`config.mk`:
```
export PLATFORM = sky130hd
export DESIGN_NAME = button_events
export DESIGN_NICKNAME = d
export VERILOG_FILES = /design/src/rtl/button_pkg.sv /design/src/rtl/button_events_edge_detect.sv /design/src/rtl/button_events.sv
export SDC_FILE = /design/constraint.sdc
export NUM_CORES = 1
export LEC_CHECK = 0
export BUFFER_PORTS_ARGS = -buffer_cell sky130_fd_sc_hd__buf_2
export CAP_MARGIN = 25
export CORE_MARGIN = 5
export CORE_UTILIZATION = 50
export CTS_BUF_LIST = sky130_fd_sc_hd__clkbuf_2
export CTS_CLUSTER_DIAMETER = 60
export CTS_CLUSTER_SIZE = 25
export DETAILED_ROUTE_END_ITERATION = 8
export PLACE_DENSITY = 0.67
export SLEW_MARGIN = 20
export SYNTH_ARGS = -nofsm -noshare
export SYNTH_HDL_FRONTEND = slang
export SYNTH_SLANG_ARGS = --single-unit
```
`constraint.sdc`:
```
create_clock -name clk -period 3.1 [get_ports clk]
set_input_delay 0.31 -clock clk [delete_from_list [all_inputs] [get_ports clk]]
set_output_delay 0.31 -clock clk [all_outputs]
set_load 0.1 [all_outputs]
```
`src/rtl/button_pkg.sv`:
```
// Shared types and defaults for the button event block.
package button_pkg;

    typedef enum logic [1:0] {
        IDLE = 2'd0,
        HELD = 2'd1,
        LONG = 2'd2
    } button_state_t;

    localparam int BTN_LONG_COUNTS_DEFAULT   = 32'd50_000_000;
    localparam int BTN_REPEAT_COUNTS_DEFAULT = 32'd12_500_000;

    // Hold-counter width: enough for the largest terminal count in use, plus one bit.
    function automatic int btn_cnt_width(input int long_counts,
                                         input int repeat_counts,
                                         input bit repeat_en);
        int max_v;
        if (repeat_en && (repeat_counts > long_counts)) begin
            max_v = repeat_counts;
        end else begin
            max_v = long_counts;
        end
        return $clog2(max_v) + 32'd1;
    endfunction

endpackage

```
`src/rtl/button_events_edge_detect.sv`:
```
// Registered rise/fall detector for a level already synchronous to clk.
// The event flags are registered, so a level change reaches a downstream
// registered consumer two edges after it is first sampled.
module edge_detect (
    input  logic clk,
    input  logic reset,
    input  logic level,
    output logic rise,
    output logic fall
);

    logic prev_r;
    logic rise_r;
    logic fall_r;

    // Track the previous level and register the edge flags.
    always_ff @(posedge clk) begin
        if (reset) begin
            prev_r <= 1'b0;
            rise_r <= 1'b0;
            fall_r <= 1'b0;
        end else begin
            prev_r <= level;
            rise_r <= level & ~prev_r;
            fall_r <= ~level & prev_r;
        end
    end

    assign rise = rise_r;
    assign fall = fall_r;

endmodule

```
`src/rtl/button_events.sv`:
```
// Button level to event pulses: press, release, click, long press, repeat.
// Optional auto-repeat is built when BUTTON_EVENTS_REPEAT_EN is defined;
// otherwise repeat_pulse is tied low and the LONG state holds the counter at 0.
module button_events
    import button_pkg::*;
#(
    parameter int LONG_COUNTS   = BTN_LONG_COUNTS_DEFAULT,
    parameter int REPEAT_COUNTS = BTN_REPEAT_COUNTS_DEFAULT
) (
    input  logic clk,
    input  logic reset,
    input  logic level,
    output logic press_pulse,
    output logic release_pulse,
    output logic click_pulse,
    output logic long_pulse,
    output logic repeat_pulse,
    output logic held
);

`ifdef BUTTON_EVENTS_REPEAT_EN
    localparam bit REPEAT_EN = 1'b1;
`else
    localparam bit REPEAT_EN = 1'b0;
`endif

    localparam int              CW        = btn_cnt_width(LONG_COUNTS, REPEAT_COUNTS, REPEAT_EN);
    localparam logic [CW-1:0]   LONG_LAST = CW'(LONG_COUNTS - 32'd1);
`ifdef BUTTON_EVENTS_REPEAT_EN
    localparam logic [CW-1:0]   REPEAT_LAST = CW'(REPEAT_COUNTS - 32'd1);
`endif

    button_state_t  state_r;
    button_state_t  state_s;
    logic [CW-1:0]  cnt_r;
    logic [CW-1:0]  cnt_s;
    logic           rise_s;
    logic           fall_s;

    logic press_s, release_s, click_s, long_s, repeat_s, held_s;
    logic press_r, release_r, click_r, long_r, repeat_r, held_r;

    edge_detect u_edge (
        .clk   (clk),
        .reset (reset),
        .level (level),
        .rise  (rise_s),
        .fall  (fall_s)
    );

    // State and hold-counter register.
    always_ff @(posedge clk) begin
        if (reset) begin
            state_r <= IDLE;
            cnt_r   <= '0;
        end else begin
            state_r <= state_s;
            cnt_r   <= cnt_s;
        end
    end

    // Next state and counter; a fall always takes priority over terminal counts.
    always_comb begin
        state_s = state_r;
        cnt_s   = cnt_r;
        case (state_r)
            IDLE: begin
                cnt_s = '0;
                if (rise_s) begin
                    state_s = HELD;
                end else begin
                    state_s = IDLE;
                end
            end
            HELD: begin
                if (fall_s) begin
                    state_s = IDLE;
                    cnt_s   = '0;
                end else if (cnt_r == LONG_LAST) begin
                    state_s = LONG;
                    cnt_s   = '0;
                end else begin
                    state_s = HELD;
                    cnt_s   = cnt_r + CW'(1);
                end
            end
            LONG: begin
                if (fall_s) begin
                    state_s = IDLE;
                    cnt_s   = '0;
`ifdef BUTTON_EVENTS_REPEAT_EN
                end else if (cnt_r == REPEAT_LAST) begin
                    state_s = LONG;
                    cnt_s   = '0;
                end else begin
                    state_s = LONG;
                    cnt_s   = cnt_r + CW'(1);
                end
`else
                end else begin
                    state_s = LONG;
                    cnt_s   = '0;
                end
`endif
            end
            default: begin
                state_s = IDLE;
                cnt_s   = '0;
            end
        endcase
    end

    // Pulse decode for the coming cycle; click only on releases before the press went long.
    always_comb begin
        press_s   = 1'b0;
        release_s = 1'b0;
        click_s   = 1'b0;
        long_s    = 1'b0;
        repeat_s  = 1'b0;
        case (state_r)
            IDLE: begin
                if (rise_s) begin
                    press_s = 1'b1;
                end else begin
                    press_s = 1'b0;
                end
            end
            HELD: begin
                if (fall_s) begin
                    release_s = 1'b1;
                    click_s   = 1'b1;
                end else if (cnt_r == LONG_LAST) begin
                    long_s = 1'b1;
                end else begin
                    long_s = 1'b0;
                end
            end
            LONG: begin
                if (fall_s) begin
                    release_s = 1'b1;
`ifdef BUTTON_EVENTS_REPEAT_EN
                end else if (cnt_r == REPEAT_LAST) begin
                    repeat_s = 1'b1;
`endif
                end else begin
                    repeat_s = 1'b0;
                end
            end
            default: begin
                press_s = 1'b0;
            end
        endcase
        held_s = (state_s != IDLE);
    end

    // Output register: every event leaves the block from a flop.
    always_ff @(posedge clk) begin
        if (reset) begin
            press_r   <= 1'b0;
            release_r <= 1'b0;
            click_r   <= 1'b0;
            long_r    <= 1'b0;
            repeat_r  <= 1'b0;
            held_r    <= 1'b0;
        end else begin
            press_r   <= press_s;
            release_r <= release_s;
            click_r   <= click_s;
            long_r    <= long_s;
            repeat_r  <= repeat_s;
            held_r    <= held_s;
        end
    end

    assign press_pulse   = press_r;
    assign release_pulse = release_r;
    assign click_pulse   = click_r;
    assign long_pulse    = long_r;
    assign repeat_pulse  = repeat_r;
    assign held          = held_r;

endmodule

```
# Word-level counts from Yosys, hierarchy flattened
# Cells that the tools add are included.
[word_totals]
elab_cells = 37
mem_count = 0
latchBits = 0
register_bits = 37
ram_bits = 0
mem_bits_ro = 0
[classes]
addsub = 1
n_reduce_logical = 8
muxes = 8
multipliers = 0
n_bitwise = 7
magnitude_cmp = 0
shifts = 0
div_mod_pow = 0
n_eq_ne = 3
[op_table]
columns = ["op", "count"]
rows = [
  ["27-bit by 1-bit adder with 27-bit output, second input constant", 1],
  ["27-bit by 26-bit equality test with 1-bit output, second input constant", 1],
  ["2-bit OR reduction", 4],
  ["2-bit two-way mux", 3],
  ["2-bit case mux with 3 select lines", 1],
  ["1-bit inverter", 5],
  ["1-bit two-way mux", 4],
  ["4-bit OR reduction", 1],
  ["3-bit OR reduction", 1],
  ["1-bit bitwise AND", 2],
  ["2-bit by 1-bit equality test with 1-bit output, second input constant", 1],
  ["2-bit equality test, second input constant", 1],
  ["2-bit zero test", 1],
  ["2-bit nonzero test", 1],
]

# Logic depth before layout (Yosys ltp)
# Gate-level depths: netlist (run 1).
[logic_depth]
depth_word = 5
depth_mapped = 7
mapped_depth_nobuf = 6

# By module
# Synthesis (run 1) repeated with hierarchy kept, for this count alone.
[unflattened]
cells_unflattened = 190
area_unflattened_um2 = 1695.4
[by_module_without_submodules]
columns = ["mod", "area_each_um2", "n_inst", "cells_per_inst"]
rows = [
  ["button_events", 1604.0, 1, 184],
  ["edge_detect", 91.3, 1, 6],
]

# Worst setup path before layout (run 1)
# OpenSTA, ideal clock, no wires.
[synth_path]
path_type = "reg2reg"
startpoint = "register cnt_r[0]"
endpoint = "register cnt_r[20]"
n_path_buf = 1
synth_period_minus_slack_ns = 1.925
stages_incl_launch_ff = 7
setup_slack_ns = 1.175
arrival_ns = 1.855
path_cell_list = "dfxtp_1 ha_1 nand3_1 or3_1 clkbuf_1 or4_1 a21oi_1"
[synth_via]
elab_chain_len = 2
word_cells_on_any_way = 3
cone_classes = "add/sub: 1; eq/ne: 1; reduce/logical: 1"
[synth_rtl]
columns = ["element", "line", "source"]
rows = [
  ["start: declaration", "button_events.sv:35", "logic [CW-1:0] cnt_r;"],
  ["start signal: assignment", "button_events.sv:58", "cnt_r <= cnt_s;"],
  ["branches (longest 2 deep; another with 27-bit by 1-bit adder with 27-bit output)", "-", ""],
]
# Several ways; the timed one is not identified.
# A chain may end at the register's enable or synchronous reset.

# Final worst setup path (run 1)
[layout_path]
startpoint = "register cnt_r[7]"
endpoint = "register cnt_r[4]"
[layout_via]
elab_chain_len = 2
[layout_rtl]
columns = ["element", "line", "source"]
rows = [
  ["27-bit by 26-bit equality test with 1-bit output", "button_events.sv:79", "end else if (cnt_r == LONG_LAST) begin"],
  ["4-bit OR reduction (no line)", "-", ""],
]
# Every way passes these cells.

==> flow_metrics.env, run 1 <==
export IMPL_synth_seq_area_share_pct=42.6
export IMPL_layout_drive_gt1_share_pct=10.4
export IMPL_ys_ff_latch=37
export IMPL_worstSetupEndpointType="flip-flop"
export IMPL_die_w_um=69
export IMPL_critPathMaxStageDelay_ns=0.61
export IMPL_post_route_util_pct=55.3
export IMPL_viasPerCell=5.80
export IMPL_hold_violations=0
export IMPL_relSlewSlack_pct=53.2
export IMPL_syn_to_final_growth_pct=6.90
export IMPL_largest_reg_flops=27
export IMPL_overflow=0
export IMPL_cp_slowest_cell="o21ai_1"
export IMPL_io_pins=9
export IMPL_nNetsFinal=210
export IMPL_grt_pass1_vias=1411
export IMPL_clk_path_buf_depth=2
export IMPL_critical_path_required_ns=3.38
export IMPL_postRouteWirelength_um=3460
export IMPL_drv_cap=0
export IMPL_top_regs="cnt_r: 27 flops, state_r: 2 flops"
export IMPL_p_leak_nw=0.616
export IMPL_critPathLaunchType="flip-flop"
export IMPL_vdd_ir_drop_max_mv=0.239
export IMPL_final_max_slew_viol_count=0
export IMPL_synth_avg_cell_area_um2=8.88
export IMPL_clkTransAtPathRegs_ns=0.19
export IMPL_tns_ns=0
export IMPL_core_mm2=0.00336
export IMPL_endpoint="cnt_r[4]"
export IMPL_cts_sink_count=37
export IMPL_synth_edff_count=0
export IMPL_rsz0062_at_grt="no"
export IMPL_synthFlopType="dfxtp_1"
export IMPL_hp_class="in2reg"
export IMPL_largest_register="cnt_r"
export IMPL_synth_area_mm2=0.00174
export IMPL_startpoint="cnt_r[7]"
export IMPL_critical_path_class="reg2reg"
export IMPL_max_freq_ghz=0.445
export IMPL_yosys_warnings=0
export IMPL_fin_skew_ns=0.0227
export IMPL_finalCriticalPeriod_ns=2.25
export IMPL_layout_setup_ws_ns=0.855
export IMPL_holdPathStages=2
export IMPL_setup_violations_final=0
export IMPL_tritoncts="done"
export IMPL_grt_antenna_before_repair=0
export IMPL_seq_area_um2=741
export IMPL_numCtsBuffers=5
export IMPL_clkLatencyLatePin_ns=0.39
export IMPL_path_cells="nor4b_1 > nand3_1 > o21ai_1 > buf_4 > a21oi_1"
export IMPL_synth_top_area_share_pct=42.6
export IMPL_grt_max_degree=17
export IMPL_postCtsHoldBufs=0
export IMPL_synthCells=196
export IMPL_netlist_cell_type_count=46
export IMPL_diodes=0
export IMPL_ant_nets=0
export IMPL_dp_hpwl_um=2520
export IMPL_dp_slack_ns=0.925
export IMPL_rrSetupSlack_ns=0.85
export IMPL_rows=21
export IMPL_gp_congestion=0.849
export IMPL_die_area_mm2=0.00476
export IMPL_h_tree_depth=2
export IMPL_rr_endpoint="cnt_r[4]"
export IMPL_drt_pass1_iterations=4
export IMPL_clockRootBuffer="clkbuf_2"
export IMPL_tightest_slew_ns=0.697
export IMPL_postSynth_asyncResetShare_pct=0
export IMPL_period_share_pct=72.4
export IMPL_critPathTopFamily="simple AND/OR/NAND/NOR gates"
export IMPL_vias=1438
export IMPL_grt_pass1_wl_um=6230
export IMPL_powerDensity_mw_per_mm2=434
export IMPL_outcome="completed"
export IMPL_cp_data_arrival_time_ns=2.53
export IMPL_ctsResizeCount=0
export IMPL_r2r_cells=5
export IMPL_rr_startpoint="cnt_r[7]"
export IMPL_post_drt_wl_per_cell_um=14.0
export IMPL_cp_max_fo=16
export IMPL_die_y_um=69
export IMPL_num_fill_cells=349
export IMPL_synth_nets=204
export IMPL_grt_usage_pct=15.6
export IMPL_port_buffer_count=7
export IMPL_initial_core_util_pct=51.7
export IMPL_drt_iter0_drc=78
export IMPL_yosysTopAreaCell="dfxtp_1"
export IMPL_crit_buf_inv=1
export IMPL_postCtsSetupBuffers=0
export IMPL_cp_num_cells=5
export IMPL_synth_area_leaders="dfxtp_1 (43%), xnor2_1 (5.0%), nor2_1 (5.0%)"
export IMPL_drc=0
export IMPL_multi_input_area_um2=941
-- power by group --
| part | switching, mW | internal, mW | leakage (nW) |
|---|---|---|---|
| combinational | 0.0285 | 0.00812 | 0.278 |
| clock | 0.156 | 0.131 | 0.0388 |
| sequential | 0.00294 | 0.481 | 0.299 |
-- synth_stat cells, types with 5 or more instances --
library cell and count:
a21oi_1 9, and3_1 5, clkbuf_1 6, dfxtp_1 37, ha_1 5, inv_1 5, nand2_1 11, nand3_1 11
nand4_1 5, nor2_1 23, nor3_1 5, nor4_1 5, o31ai_1 6, or4_1 8, xnor2_1 10
-- per-layer routing --
layer  wire [um]  vias up  global-route usage, %  part of all wire (%)
met5           0        -                      0                     0
met4          54        0                   6.51                   1.6
met3         149        6                   5.09                   4.3
met2        1680       27                   25.0                    49
met1        1580      679                   19.2                    46
li1            -      726                      -                     -
-- worst min path at each step --
stage / startpoint / to / slack [ns]
finish: level / u_edge.fall / 0.07
detailed placement: u_edge.prev_r / u_edge.rise / 0.42
floorplan: u_edge.prev_r / u_edge.rise / 0.38
global placement: u_edge.prev_r / u_edge.rise / 0.39
CTS: level / u_edge.fall / 0.06
global route: level / u_edge.fall / 0.06
-- layout make-up --
class | instances | area share (%)
Inverter | 5 | 1.01
Clock buffer | 5 | 1.34
Multi-Input combinational cell | 145 | 50.6
Timing Repair Buffer | 8 | 2.29
Clock inverter | 2 | 1.88
Sequential cell | 37 | 39.8
Tap cell | 46 | 3.09
-- cell usage in the layout, fill, tap and decap left out, types with 2 or more instances in the layout --
cell / n
a211oi_1: 2
and3_1: 5
dfxtp_1: 37
inv_1: 5
nor2_1: 23
nand2_1: 11
o31ai_1: 6
nand4_1: 5
and3b_1: 2
and2_1: 2
nor2b_1: 3
buf_2: 7
nand3_1: 11
nor4_1: 5
nor4b_1: 3
nor3_1: 5
clkbuf_2: 5
xnor2_1: 10
o21ai_0: 2
a21oi_1: 9
and4_1: 2
xor2_1: 3
or4_1: 8
nor3b_1: 2
or3_1: 2
ha_1: 5
-- kinds of logic (layout without fill, tap and decap cells) --
family,after synthesis,count (layout),share of synthesized area (%)
AND/OR/NAND/NOR,96,96,31.9
flip-flops,37,37,42.6
AO/OA/AOI/OAI,30,30,11.8
buffers and inverters,14,20,3.38
XOR/XNOR,13,13,6.54
adder cells (fa/ha/maj),5,5,3.59
other,1,1,0.215
-- per-stage QoR --
stage	instances	hold WS, ns	total power [mW]	cell area [um^2]
CTS	248	0.0568	0.816	1860
floorplan	196	0.383	0.524	1740
finish	248	0.0669	0.808	1860
global route	248	0.0630	0.835	1860
global placement	241	0.388	0.529	1800
detailed placement	241	0.417	0.530	1800
-- worst reg2reg max path: cells and delay by family (launching register included) --
family / cells / cell delay, ns
compound gates: 2 / 0.68
flops: 1 / 0.42
simple gates: 2 / 0.71
buf+inv: 1 / 0.34
No activity file was read; power rests on OpenSTA's default activity.
==> run 2, diff against run 1 <==
- PLACE_DENSITY: 0.67 -> 0.7
- clock period: 3.1 -> 2 ns (I/O delays scaled with it)
==> flow_metrics.env, run 2 (synthesis gave the netlist of run 1 again) <==
export IMPL_viasPerCell=5.71
export IMPL_dp_cells=249
export IMPL_diodes=0
export IMPL_post_route_util_pct=59.3
export IMPL_seq_area_um2=749
export IMPL_critical_path_required_ns=2.33
export IMPL_place_area_mm2=0.00186
export IMPL_clkTransAtPathRegs_ns=0.21
export IMPL_largest_register="cnt_r"
export IMPL_largest_reg_flops=27
export IMPL_use_met2_pct=25.7
export IMPL_rrSetupSlack_ns=0.05
export IMPL_period_share_pct=97.6
export IMPL_cp_max_fo=7
export IMPL_rr_startpoint="cnt_r[0]"
export IMPL_port_buffer_count=7
export IMPL_holdPathStages=2
export IMPL_outcome="completed"
export IMPL_r2r_cells=4
export IMPL_post_drt_wl_per_cell_um=13.7
export IMPL_grt_antenna_before_repair=0
export IMPL_finalCriticalPeriod_ns=1.95
export IMPL_clockRootBuffer="clkbuf_2"
export IMPL_layout_setup_ws_ns=0.0488
export IMPL_fin_skew_ns=0.0241
export IMPL_rows=21
export IMPL_dp_hpwl_um=2580
export IMPL_layout_drive_gt1_share_pct=19.3
export IMPL_die_area_mm2=0.00476
export IMPL_final_area_mm2=0.00199
export IMPL_layout_common_cells="dfxtp_1 (30), nor2_1 (23), nand2_1 (11), nand3_1 (11), xnor2_1 (10)"
export IMPL_num_fill_cells=308
export IMPL_grt_busiest_layer="met2"
export IMPL_vias=1472
export IMPL_max_freq_ghz=0.513
export IMPL_hold_violations=0
export IMPL_hp_class="in2reg"
export IMPL_multi_input_area_um2=962
export IMPL_final_common_cell="dfxtp_1"
export IMPL_top_regs="cnt_r: 27 flops, state_r: 2 flops"
export IMPL_drv_cap=0
export IMPL_core_mm2=0.00336
export IMPL_drt_pass1_iterations=4
export IMPL_drc=0
export IMPL_die_y_um=69
export IMPL_cts_sink_count=37
export IMPL_drt_iter0_drc=51
export IMPL_rr_endpoint="cnt_r[21]"
export IMPL_grt_util_met3_pct=5.09
export IMPL_hold_path_end="press_pulse"
export IMPL_clk_path_buf_depth=2
export IMPL_power_mw=1.42
export IMPL_grt_usage_pct=15.4
export IMPL_nNetsFinal=219
export IMPL_postRouteWirelength_um=3540
export IMPL_cp_data_arrival_time_ns=2.28
export IMPL_vdd_ir_drop_max_mv=0.382
export IMPL_worstSetupEndpointType="flip-flop"
export IMPL_grt_pass1_wl_um=6120
export IMPL_overflow=0
export IMPL_initial_core_util_pct=51.7
export IMPL_p_leak_nw=0.682
export IMPL_ant_nets=0
export IMPL_h_tree_depth=2
export IMPL_tns_ns=0
export IMPL_io_pins=9
export IMPL_clkLatencyLatePin_ns=0.40
export IMPL_final_max_slew_viol_count=0
export IMPL_fin_worst_hold_slack_ns=0.0401
export IMPL_critical_path_class="reg2reg"
export IMPL_tritoncts="done"
export IMPL_numCtsBuffers=5
export IMPL_gp_congestion=0.812
export IMPL_setup_violations_final=0
export IMPL_use_met1_pct=18.6
export IMPL_grt_max_degree=25
export IMPL_hp_start="reset"
export IMPL_critPathLaunchType="flip-flop"
export IMPL_dp_slack_ns=0.0516
export IMPL_powerDensity_mw_per_mm2=710
export IMPL_instances_no_fill=258
export IMPL_die_w_um=69
export IMPL_rsz0062_at_grt="yes"
export IMPL_syn_to_final_growth_pct=14.6
export IMPL_grt_pass1_vias=1391
## run 2: changes by cell type in the layout (fill, tap and decap cells not counted), sizes merged
cell / before / now
buf: 8 / 16
bufinv: 1 / 2
clkinv: 1 / 0
dlygate4sd3: 0 / 1
inv: 5 / 6
## run 2: worst max path at each step
stage | from | end | slack (ns) | cells after the start
after floorplan | cnt_r[0] | cnt_r[20] | 0.07 | 6
after global placement | cnt_r[0] | cnt_r[20] | 0.12 | 5
after detailed placement | cnt_r[0] | cnt_r[20] | 0.05 | 5
after CTS | cnt_r[4] | cnt_r[17] | 0.0009 | 5
after global routing | cnt_r[4] | cnt_r[17] | -0.03 | 5
final | cnt_r[0] | cnt_r[21] | 0.05 | 4
## run 2: worst max-delay path, stage by stage (launching register included)
cell	delay, ns
dfxtp_1	0.46
nand4_4	0.16
or4_1	0.60
or4_1	0.49
a21oi_1	0.16
## run 2: where the power goes
group | internal (mW) | switching, mW | total (mW) | leakage [nW]
Clock | 0.341 | 0.266 | 0.608 | 0.0536
Combinational | 0.0138 | 0.0440 | 0.0578 | 0.326
Sequential | 0.746 | 0.00440 | 0.750 | 0.303
Total | 1.10 | 0.315 | 1.42 | 0.682
## run 2: what timing repair did
item,CTS,global route
gates resized for setup,0,11
endpoints found under the setup margin,0,24
setup buffers,0,0
hold endpoints to repair,1,0
hold buffers,1,0
## run 2: routing by layer
metal | routed length [um] | part of all wire [%] | vias to the layer above
met1 | 1590 | 45 | 693
met2 | 1750 | 49 | 29
li1 | - | - | 743
met4 | 43 | 1.2 | 0
met5 | 0 | 0 | -
met3 | 154 | 4.4 | 7
## run 2: layout make-up
class	count	share of cell area, %
clock buffers	5	1.25
well taps	46	2.89
inverters	5	0.941
repair buffers	17	5.65
flip-flops and latches	37	37.6
clock inverters	3	3.45
multi-input cells	145	48.2
